## src/rtl/lcd_capture.sv

```systemverilog
`timescale 1ns/1ps
`default_nettype none
// ============================================================================
// Module   : lcd_capture
// Purpose  : Panel-side decoder for the PPU LCD pin interface. It oversamples
//            the LCD pins on clk6 and rebuilds the pixel x/y position. Each
//            2-bit pixel is written into a H_PIXELS x V_LINES framebuffer
//            write port. It also reports frame completion and sync integrity.
// Ports    : clk6, reset          - sampling clock, async active-high reset
//            n_lcd_*              - raw LCD pins (data, cp, st, cpl, s, fr, cpg)
//            fb_addr/fb_data/fb_we- framebuffer write port
//            x, y                 - current pixel column / line
//            frame_done           - one-cycle pulse per well-formed frame
//            frame_err, line_err  - sticky integrity flags
//            lcd_on               - pixel clock activity detected
// Revision : 1.0 - initial release
// ============================================================================
module lcd_capture #(
  parameter int H_PIXELS    = 160,
  parameter int V_LINES     = 144,
  parameter int SYNC_STAGES = 2,
  parameter int TIMEOUT     = 65535
) (
  input  logic        clk6,
  input  logic        reset,
  input  logic        n_lcd_ld1,
  input  logic        n_lcd_ld0,
  input  logic        n_lcd_cp,
  input  logic        n_lcd_st,
  input  logic        n_lcd_cpl,
  input  logic        n_lcd_s,
  input  logic        n_lcd_fr,
  input  logic        n_lcd_cpg,
  output logic [14:0] fb_addr,
  output logic [1:0]  fb_data,
  output logic        fb_we,
  output logic [7:0]  x,
  output logic [7:0]  y,
  output logic        frame_done,
  output logic        frame_err,
  output logic        line_err,
  output logic        lcd_on
);

  // Bit positions of the pins inside the synchroniser vector.
  localparam int B_LD1 = 7;
  localparam int B_LD0 = 6;
  localparam int B_CP  = 5;
  localparam int B_ST  = 4;
  localparam int B_CPL = 3;
  localparam int B_S   = 2;
  localparam int B_FR  = 1;
  localparam int B_CPG = 0;

  localparam int              TW        = $clog2(TIMEOUT + 1);
  localparam logic [TW-1:0]   TIMEOUT_C = TW'(TIMEOUT);
  localparam logic [7:0]      H_C       = 8'(H_PIXELS);
  localparam logic [7:0]      V_C       = 8'(V_LINES);
  localparam logic [14:0]     H_W       = 15'(H_PIXELS);

  logic [7:0] pins;
  assign pins = {n_lcd_ld1, n_lcd_ld0, n_lcd_cp, n_lcd_st,
                 n_lcd_cpl, n_lcd_s, n_lcd_fr, n_lcd_cpg};

  // Synchroniser chain. Flops reset to the idle (high) pin level so that
  // releasing reset never looks like a strobe edge.
  logic [7:0] sync_q [SYNC_STAGES];
  logic [7:0] sync_d [SYNC_STAGES];
  logic [3:0] hist_q, hist_d;   // {cp, st, cpl, s} one stage behind
  logic [7:0] syn;

  always_comb begin
    sync_d[0] = pins;
    for (int i = 1; i < SYNC_STAGES; i++) begin
      sync_d[i] = sync_q[i-1];
    end
  end

  assign syn    = sync_q[SYNC_STAGES-1];
  assign hist_d = {syn[B_CP], syn[B_ST], syn[B_CPL], syn[B_S]};

  logic cp_rise, st_fall, cpl_fall, s_fall;
  assign cp_rise  =  syn[B_CP]  & ~hist_q[3];
  assign st_fall  = ~syn[B_ST]  &  hist_q[2];
  assign cpl_fall = ~syn[B_CPL] &  hist_q[1];
  assign s_fall   = ~syn[B_S]   &  hist_q[0];

  // The cpg pin is carried through the synchroniser for observation only.
  logic unused_cpg;
  assign unused_cpg = syn[B_CPG];

  logic [7:0]    x_q, x_d, y_q, y_d;
  logic [14:0]   line_base_q, line_base_d;
  logic [14:0]   fb_addr_q, fb_addr_d;
  logic [1:0]    fb_data_q, fb_data_d;
  logic          fb_we_q, fb_we_d;
  logic          frame_done_q, frame_done_d;
  logic          frame_err_q, frame_err_d;
  logic          line_err_q, line_err_d;
  logic          lcd_on_q, lcd_on_d;
  logic          fr_prev_q, fr_prev_d;
  logic          first_frame_q, first_frame_d;
  logic [TW-1:0] timer_q, timer_d;
  logic          good;

  // Events of one cycle are applied in order: cp, st, cpl, s. Each stage
  // works on the values left by the previous one.
  always_comb begin
    x_d           = x_q;
    y_d           = y_q;
    line_base_d   = line_base_q;
    fb_we_d       = 1'b0;
    fb_addr_d     = fb_addr_q;
    fb_data_d     = fb_data_q;
    frame_done_d  = 1'b0;
    frame_err_d   = frame_err_q;
    line_err_d    = line_err_q;
    fr_prev_d     = fr_prev_q;
    first_frame_d = first_frame_q;
    timer_d       = timer_q;
    lcd_on_d      = lcd_on_q;
    good          = 1'b0;

    // Activity timer. Losing the pixel clock re-arms first_frame so the
    // next frame sync after a restart is not judged against stale state.
    if (cp_rise) begin
      timer_d  = '0;
      lcd_on_d = 1'b1;
    end else begin
      if (timer_q != TIMEOUT_C) timer_d = timer_q + TW'(1);
      if (timer_q == TIMEOUT_C) lcd_on_d = 1'b0;
    end
    if (lcd_on_q && !lcd_on_d) first_frame_d = 1'b1;

    if (cp_rise) begin
      if (x_q < H_C) begin
        if (y_q < V_C) begin
          fb_we_d   = 1'b1;
          fb_addr_d = line_base_q + {7'd0, x_q};
          fb_data_d = {~syn[B_LD1], ~syn[B_LD0]};
        end
        x_d = x_q + 8'd1;
      end else begin
        line_err_d = 1'b1;
        if (x_q != 8'hFF) x_d = x_q + 8'd1;
      end
    end

    if (st_fall) x_d = 8'd0;

    if (cpl_fall) begin
      // x == 0 is a blank line (LCD off), not a malformed one.
      if (x_d != H_C && x_d != 8'd0) line_err_d = 1'b1;
      x_d = 8'd0;
      if (y_d < V_C)    line_base_d = line_base_d + H_W;
      if (y_d != 8'hFF) y_d = y_d + 8'd1;
    end

    if (s_fall) begin
      good         = (y_d == V_C) && (first_frame_d || (syn[B_FR] != fr_prev_q));
      frame_done_d = good;
      if (!good && !first_frame_d) frame_err_d = 1'b1;
      x_d           = 8'd0;
      y_d           = 8'd0;
      line_base_d   = 15'd0;
      fr_prev_d     = syn[B_FR];
      first_frame_d = 1'b0;
    end
  end

  always_ff @(posedge clk6 or posedge reset) begin
    if (reset) begin
      for (int i = 0; i < SYNC_STAGES; i++) sync_q[i] <= '1;
      hist_q        <= '1;
      x_q           <= 8'd0;
      y_q           <= 8'd0;
      line_base_q   <= 15'd0;
      fb_addr_q     <= 15'd0;
      fb_data_q     <= 2'd0;
      fb_we_q       <= 1'b0;
      frame_done_q  <= 1'b0;
      frame_err_q   <= 1'b0;
      line_err_q    <= 1'b0;
      lcd_on_q      <= 1'b0;
      fr_prev_q     <= 1'b0;
      first_frame_q <= 1'b1;
      timer_q       <= '0;
    end else begin
      for (int i = 0; i < SYNC_STAGES; i++) sync_q[i] <= sync_d[i];
      hist_q        <= hist_d;
      x_q           <= x_d;
      y_q           <= y_d;
      line_base_q   <= line_base_d;
      fb_addr_q     <= fb_addr_d;
      fb_data_q     <= fb_data_d;
      fb_we_q       <= fb_we_d;
      frame_done_q  <= frame_done_d;
      frame_err_q   <= frame_err_d;
      line_err_q    <= line_err_d;
      lcd_on_q      <= lcd_on_d;
      fr_prev_q     <= fr_prev_d;
      first_frame_q <= first_frame_d;
      timer_q       <= timer_d;
    end
  end

  assign fb_addr    = fb_addr_q;
  assign fb_data    = fb_data_q;
  assign fb_we      = fb_we_q;
  assign x          = x_q;
  assign y          = y_q;
  assign frame_done = frame_done_q;
  assign frame_err  = frame_err_q;
  assign line_err   = line_err_q;
  assign lcd_on     = lcd_on_q;

endmodule
`default_nettype wire

```

## config.mk

```make
export PLATFORM = sky130hd
export DESIGN_NAME = lcd_capture
export DESIGN_NICKNAME = d
export VERILOG_FILES = /design/src/rtl/lcd_capture.sv
export SDC_FILE = /design/constraint.sdc
export NUM_CORES = 1
export LEC_CHECK = 0
export CAP_MARGIN = 5
export CORE_ASPECT_RATIO = 0.6
export CORE_MARGIN = 1.5
export CORE_UTILIZATION = 26
export CTS_BUF_LIST = sky130_fd_sc_hd__clkbuf_16
export DETAILED_ROUTE_END_ITERATION = 6
export PLACE_DENSITY = 0.45
export REMOVE_ABC_BUFFERS = 1
export SYNTH_ARGS = -nofsm -noshare
export SYNTH_HDL_FRONTEND = slang
export SYNTH_SLANG_ARGS = --single-unit
```

## constraint.sdc

```tcl
create_clock -name clk6 -period 3.26 [get_ports clk6]
set_clock_uncertainty 0.05 [all_clocks]
set_input_delay 0.652 -clock clk6 [delete_from_list [all_inputs] [get_ports clk6]]
set_output_delay 0.652 -clock clk6 [all_outputs]
set_load 0.005 [all_outputs]
```

; Yosys cells after proc, flatten, opt, wreduce, memory -nomap -nowiden
; Index checks and enable logic that the tools add are counted.
[word_totals]
ff_bits = 91
in_bits = 10
[classes]
n_addsub = 5
magnitude_cmp = 2
eq_ne = 7
mux = 26
bitwise = 10
reduce_logical = 15
[op_table]
columns = cell, n
row1 = $mux 8, 9
row2 = $mux 15, 3
row3 = $mux 16, 2
row4 = $ne 8x8->1 const B, 3
row5 = $add 16x1->16 const B, 1
row6 = $add 8x1->8 const B, 2
row7 = $eq 16x16->1 const B, 1
row8 = $lt 8x8->1 const B, 2
row9 = $ne 16x16->1 const B, 1
row10 = $add 15x8->15, 1
row11 = $add 15x8->15 const B, 1
row12 = $mux 1, 12
row13 = $eq 8x8->1 const B, 1
row14 = $reduce_bool 8->1, 1
row15 = $not 1->1, 6
row16 = $reduce_bool 2->1, 3
row17 = $and 1x1->1, 4
row18 = $logic_and 1x1->1, 4
row19 = $reduce_and 2->1, 2
row20 = $logic_not 1->1, 3
row21 = $reduce_and 3->1, 1
row22 = $logic_or 1x1->1, 1
row23 = $ne 1x1->1, 1

; Depth between registers and ports, before layout
[depth]
word_depth = 11
depth_mapped = 8
mapped_depth_nobuf = 7

; Least setup slack after synthesis
; No wires, ideal clock.
[synth_timing]
kind = register -> register
startpoint = reg timer_q[0]
endpoint = reg timer_q[4]
t_arrival_ns = 1.841
path_slack_ns = 1.237
path_stages_with_launch = 9
path_buffers = 1
period_less_slack_ns = 2.023
cell_sequence = dfrtp_1 ha_1 nand2_1 or4_4 or2_1 buf_6 and3_1 xnor2_1 nor2_1
[synth_via]
elab_chain_cells = 3
word_cells_on_any_way = 5
classes_between = 1 x add/sub / 1 x eq/ne / 2 x mux / 1 x reduce/logical
[synth_lines]
columns = item, line_no
row1 = start: declaration, 103  ; logic [TW-1:0] timer_q, timer_d;
row2 = start signal: assignment, 203  ; timer_q <= timer_d;
row3 = $add 16x1->16, 130  ; if (timer_q != TIMEOUT_C) timer_d = timer_q + TW'(1);
row4 = $mux 16, 130
row5 = $mux 16, 126  ; if (cp_rise) begin
; Parallel ways exist; a longest one is shown, timed or not. The select of a mux whose other input is x is not followed.
; A chain may end at the register's enable or synchronous reset.

; Final worst setup path
[layout_timing]
startpoint = reg x_q[0], in the netlist x[0]
endpoint = reg line_err_q, in the netlist line_err
[layout_via]
elab_chain_cells = 9
word_cells_on_any_way = 14
classes_between = 1 x add/sub / 1 x order compare / 2 x eq/ne / 8 x mux / 2 x reduce/logical
[layout_lines]
columns = item, line_no
row1 = start: declaration, 92  ; logic [7:0] x_q, x_d, y_q, y_d;
row2 = start signal: assignment, 175  ; x_q <= 8'd0;
row3 = start signal: assignment, 191  ; x_q <= x_d;
row4 = $add 8x1->8 or $ne 8x8->1 (tied branches), "142, 145"
row5 = $mux 8, 145  ; if (x_q != 8'hFF) x_d = x_q + 8'd1;
row6 = $mux 8, 136  ; if (x_q < H_C) begin
row7 = $mux 8, 135  ; if (cp_rise) begin
row8 = $mux 8, 149  ; if (st_fall) x_d = 8'd0;
row9 = $ne 8x8->1 or $reduce_bool 8->1 (tied branches), 153  ; if (x_d != H_C && x_d != 8'd0) line_err_d = 1'b1;
row10 = $logic_and 1x1->1, 153
row11 = $mux 1, 153
row12 = $mux 1 (*), 151  ; if (cpl_fall) begin
row13 = via line_err_d, 99  ; logic line_err_q, line_err_d;
row14 = end signal: assignment, 199  ; line_err_q <= line_err_d;
row15 = end: declaration, 99
; The timed path passes the listed nets; every way through them passes the cells marked *.

==> impl_metrics.xml <==
<?xml version="1.0" encoding="UTF-8"?>
<metrics>
  <group name="hold_path">
    <metric name="timing.hold.worst_path_depth" unit="">0</metric>
    <metric name="hold_path_end" unit="">syn[6]</metric>
    <metric name="timing.hold.worst.start" unit="">sync_d[6]</metric>
    <metric name="timing.hold.worst.class" unit="">reg -&gt; reg</metric>
  </group>
  <group name="routing">
    <metric name="drtIter0Drc" unit="">184</metric>
    <metric name="avgViaCountPerCell" unit="">4.47</metric>
    <metric name="drt-pass1-iter-count" unit="">4</metric>
    <metric name="routed_wirelength" unit="um">8940</metric>
    <metric name="detailroute.via_count" unit="">2867</metric>
    <metric name="drtAntennaViolNets" unit="">0</metric>
    <metric name="routed_wire_length_per_instance" unit="um">13.9</metric>
    <metric name="route.detailed.drc" unit="">0</metric>
  </group>
  <group name="cells_and_area">
    <metric name="layout-area-overhead-vs-synth" unit="%">25.5</metric>
    <metric name="finish.net_count" unit="">456</metric>
    <metric name="fin_cells" unit="">642</metric>
    <metric name="fraction_of_layout_cells_with_a_size_suffix_above_1" unit="">0.115</metric>
    <metric name="num_antenna_cells" unit="">0</metric>
    <metric name="layout.core_utilization" unit="">0.338</metric>
    <metric name="final.fill_count" unit="">1501</metric>
  </group>
  <group name="setup_path">
    <metric name="worst_ep_required_time" unit="ns">3.41</metric>
    <metric name="cp.arrival" unit="ns">2.44</metric>
    <metric name="worst_r2r_endpoint" unit="">line_err</metric>
    <metric name="endpoint_kind" unit="">register</metric>
    <metric name="crit_path_kind" unit="">reg -&gt; reg</metric>
    <metric name="timing.critical_path.from_type" unit="">register</metric>
    <metric name="critical_path.max_fanout" unit="">9</metric>
    <metric name="rr_worst_depth" unit="">7</metric>
    <metric name="reg2reg_setup_slack" unit="ns">0.98</metric>
    <metric name="r2r_start" unit="">x[0]</metric>
  </group>
  <group name="sta">
    <metric name="hold_slack" unit="ns">0.307</metric>
    <metric name="slew_viol_final" unit="">0</metric>
    <metric name="worst_slew_pin_slew" unit="ns">0.486</metric>
    <metric name="rsz_0062_raised_after_global_routing" unit="">false</metric>
    <metric name="final_hold_viol_count" unit="">0</metric>
    <metric name="finalSetupViolations" unit="">0</metric>
    <metric name="timing.slew.headroom" unit="">0.668</metric>
    <metric name="timing.final.ws_setup" unit="ns">0.976</metric>
    <metric name="timing.fmax" unit="MHz">438</metric>
    <metric name="fin_setup_tns" unit="ns">0</metric>
    <metric name="timing.final.crit_share" unit="">0.701</metric>
    <metric name="min_tclk_post_route" unit="ns">2.28</metric>
  </group>
  <group name="die">
    <metric name="starting_density_of_the_core" unit="">0.269</metric>
    <metric name="design.portCount" unit="">48</metric>
    <metric name="chipWidth" unit="um">162</metric>
    <metric name="die_y" unit="um">98.3</metric>
    <metric name="std_cell_rows" unit="">34</metric>
    <metric name="total_die_area" unit="sq um">15900</metric>
    <metric name="core_region_area" unit="sq um">14600</metric>
  </group>
  <group name="logic_synthesis">
    <metric name="post_synth_num_cell_types" unit="">52</metric>
    <metric name="ys_ff_latch" unit="">84</metric>
    <metric name="synth.largest_area_cell" unit="">dfrtp_1</metric>
    <metric name="synthesized_area_per_cell" unit="sq um">9.97</metric>
    <metric name="ys_seq_area_frac" unit="">0.540</metric>
    <metric name="synth_top_cells_by_count" unit="">65 x dfrtp_1, 55 x nand2_1, 49 x nor2_1, 21 x xnor2_1, 19 x dfstp_2</metric>
    <metric name="synth.yosys.warnings" unit="">0</metric>
    <metric name="postSynth.asyncResetShare" unit="">1.00</metric>
    <metric name="post_syn_area" unit="sq um">3940</metric>
    <metric name="synth.top_cells.by_area" unit="">dfrtp_1 41%, dfstp_2 13%, nand2_1 5.2%</metric>
    <metric name="netlist_instances" unit="">395</metric>
    <metric name="main_flop_type_after_synthesis" unit="">dfrtp_1</metric>
    <metric name="synth_most_common_cell" unit="">dfrtp_1</metric>
    <metric name="synth_edf_count" unit="">0</metric>
    <metric name="post-synth-top-area-fraction" unit="">0.413</metric>
  </group>
  <group name="grt">
    <metric name="antenna_found_initial" unit="">0</metric>
    <metric name="gr-usage-all-layers" unit="">0.124</metric>
    <metric name="number_of_global_route_vias_before_repair" unit="">2837</metric>
    <metric name="grt_start_max_net_pins" unit="">49</metric>
    <metric name="grt_overflow_total" unit="">0</metric>
    <metric name="grt_pass1_wl" unit="um">15400</metric>
  </group>
  <group name="place">
    <metric name="post-dp-hpwl" unit="um">6310</metric>
    <metric name="gpl.final_weighted_congestion" unit="">0.809</metric>
    <metric name="place.detailed.instances" unit="">626</metric>
    <metric name="numPortBuffers" unit="">46</metric>
    <metric name="pre_cts_ws" unit="ns">0.988</metric>
  </group>
  <group name="power_and_ir_drop">
    <metric name="pwr-share-comb" unit="">0.109</metric>
    <metric name="irDropWorstVdd" unit="mV">0.225</metric>
    <metric name="netSwitchingPower" unit="W">0.000633</metric>
    <metric name="cellLeakagePower" unit="nW">2.05</metric>
    <metric name="share_of_total_power_consumed_by_net_switching" unit="">0.247</metric>
    <metric name="seqPwrFrac" unit="">0.467</metric>
    <metric name="internal_power" unit="W">0.00193</metric>
    <metric name="share_clk_of_total_power" unit="">0.424</metric>
    <metric name="power.density" unit="nW/um^2">519</metric>
  </group>
  <group name="clock_network">
    <metric name="cts_inserted_buffers" unit="">9</metric>
    <metric name="cts_repair_resize_count" unit="">0</metric>
    <metric name="post_cts_hold_buffer_count" unit="">0</metric>
    <metric name="worst_setup_hold_path_clk_slew" unit="ns">0.06</metric>
    <metric name="clock_tree.htree_level_count" unit="">3</metric>
    <metric name="post_cts.repair.setup_buffers" unit="">0</metric>
    <metric name="ctsLongestPathBuffers" unit="">2</metric>
    <metric name="clock_tree_from_tritoncts" unit="">built</metric>
    <metric name="clock_sinks" unit="">84</metric>
    <metric name="root_buffer_cell" unit="">clkbuf_16</metric>
    <metric name="clk-insertion-delay-late" unit="ns">0.34</metric>
  </group>
  <group name="run_status">
    <metric name="run_status" unit="">finished, final reports clean</metric>
  </group>
  <group name="job">
    <metric name="cap_violations" unit="">0</metric>
  </group>
</metrics>
cells in the final DEF, fill, tap and decap left out, types with 6 or more instances in the layout:
| master | count |
|---|---|
| xor2_1 | 13 |
| xnor2_1 | 21 |
| a21oi_1 | 11 |
| clkbuf_16 | 9 |
| nor2_1 | 49 |
| buf_4 | 6 |
| dfstp_2 | 19 |
| dfrtp_1 | 65 |
| clkdlybuf4s50_1 | 46 |
| nand2_1 | 55 |
| inv_1 | 7 |
| nand2b_1 | 6 |
| mux2i_1 | 7 |
| nor3_1 | 13 |
| nand3_1 | 18 |
| ha_1 | 7 |
| o21ai_0 | 16 |
stage by stage:
stage	area, sq um	total power [W]
final	4940	0.00257
after global routing	4940	0.00270
after CTS	4940	0.00261
after detailed placement	4630	0.00150
after global placement	4630	0.00150
after floorplan	3850	0.00136
state kept, by name, indices dropped and copies added (netlist names):
| name | count |
|---|---|
| line_err | 1 |
| frame_done | 1 |
| fb_data | 2 |
| syn | 7 |
| timer_q | 16 |
| frame_err | 1 |
| x | 8 |
| line_base_q | 10 |
| lcd_on | 1 |
| fr_prev_q | 1 |
| y | 8 |
| sync_d | 7 |
| hist_q | 4 |
| fb_we | 1 |
| fb_addr | 15 |
| first_frame_q | 1 |
area by class of cell:
type / count / area, sq um / area share
Clock inverter: 7 / 91.3 / 0.0185
Clock buffer: 9 / 225 / 0.0456
Multi-Input combinational cell: 283 / 1700 / 0.343
Inverter: 8 / 31.3 / 0.00633
Timing Repair Buffer: 53 / 526 / 0.106
Sequential cell: 84 / 2130 / 0.430
Tap cell: 198 / 248 / 0.0501
power groups by stage:
stage	Clock (W)	Combinational, W	Sequential (W)
floorplan	0	0.000158	0.00120
global placement	0	0.000281	0.00121
detailed placement	0	0.000284	0.00122
CTS	0.00113	0.000286	0.00120
global route	0.00116	0.000321	0.00121
finish	0.00109	0.000280	0.00120
cell families (layout without fill, tap and decap cells):
family | count (synthesis) | after routing | synth area share
mux | 8 | 8 | 0.0206
xor+xnor | 34 | 34 | 0.0756
fa+ha+maj | 7 | 7 | 0.0222
flops | 84 | 84 | 0.540
simple gates | 181 | 181 | 0.219
compound gates | 53 | 53 | 0.0931
buf+inv | 28 | 77 | 0.0299
worst max-delay path, stage by stage (launching register included):
cell and delay [ns]:
dfrtp_1 0.52, ha_1 0.29, nand4_1 0.13, o21a_1 0.29, nor3_1 0.16, a311oi_1 0.08
a2111oi_0 0.50, a21oi_1 0.13
layer usage:
metal  global-route usage  routed length [um]
met1                0.196                4960
met4               0.0339                  57
met2                0.157                3350
met3               0.0399                 568
met5                    0                   0
worst max path at each step:
stage	from	end	cells after the start
floorplan	reset	fb_addr[0]	1
global placement	x[0]	line_err	7
detailed placement	x[0]	line_err	7
CTS	x[0]	line_err	7
global route	x[0]	line_err	7
finish	x[0]	line_err	7
No activity file was read; power rests on OpenSTA's default activity.
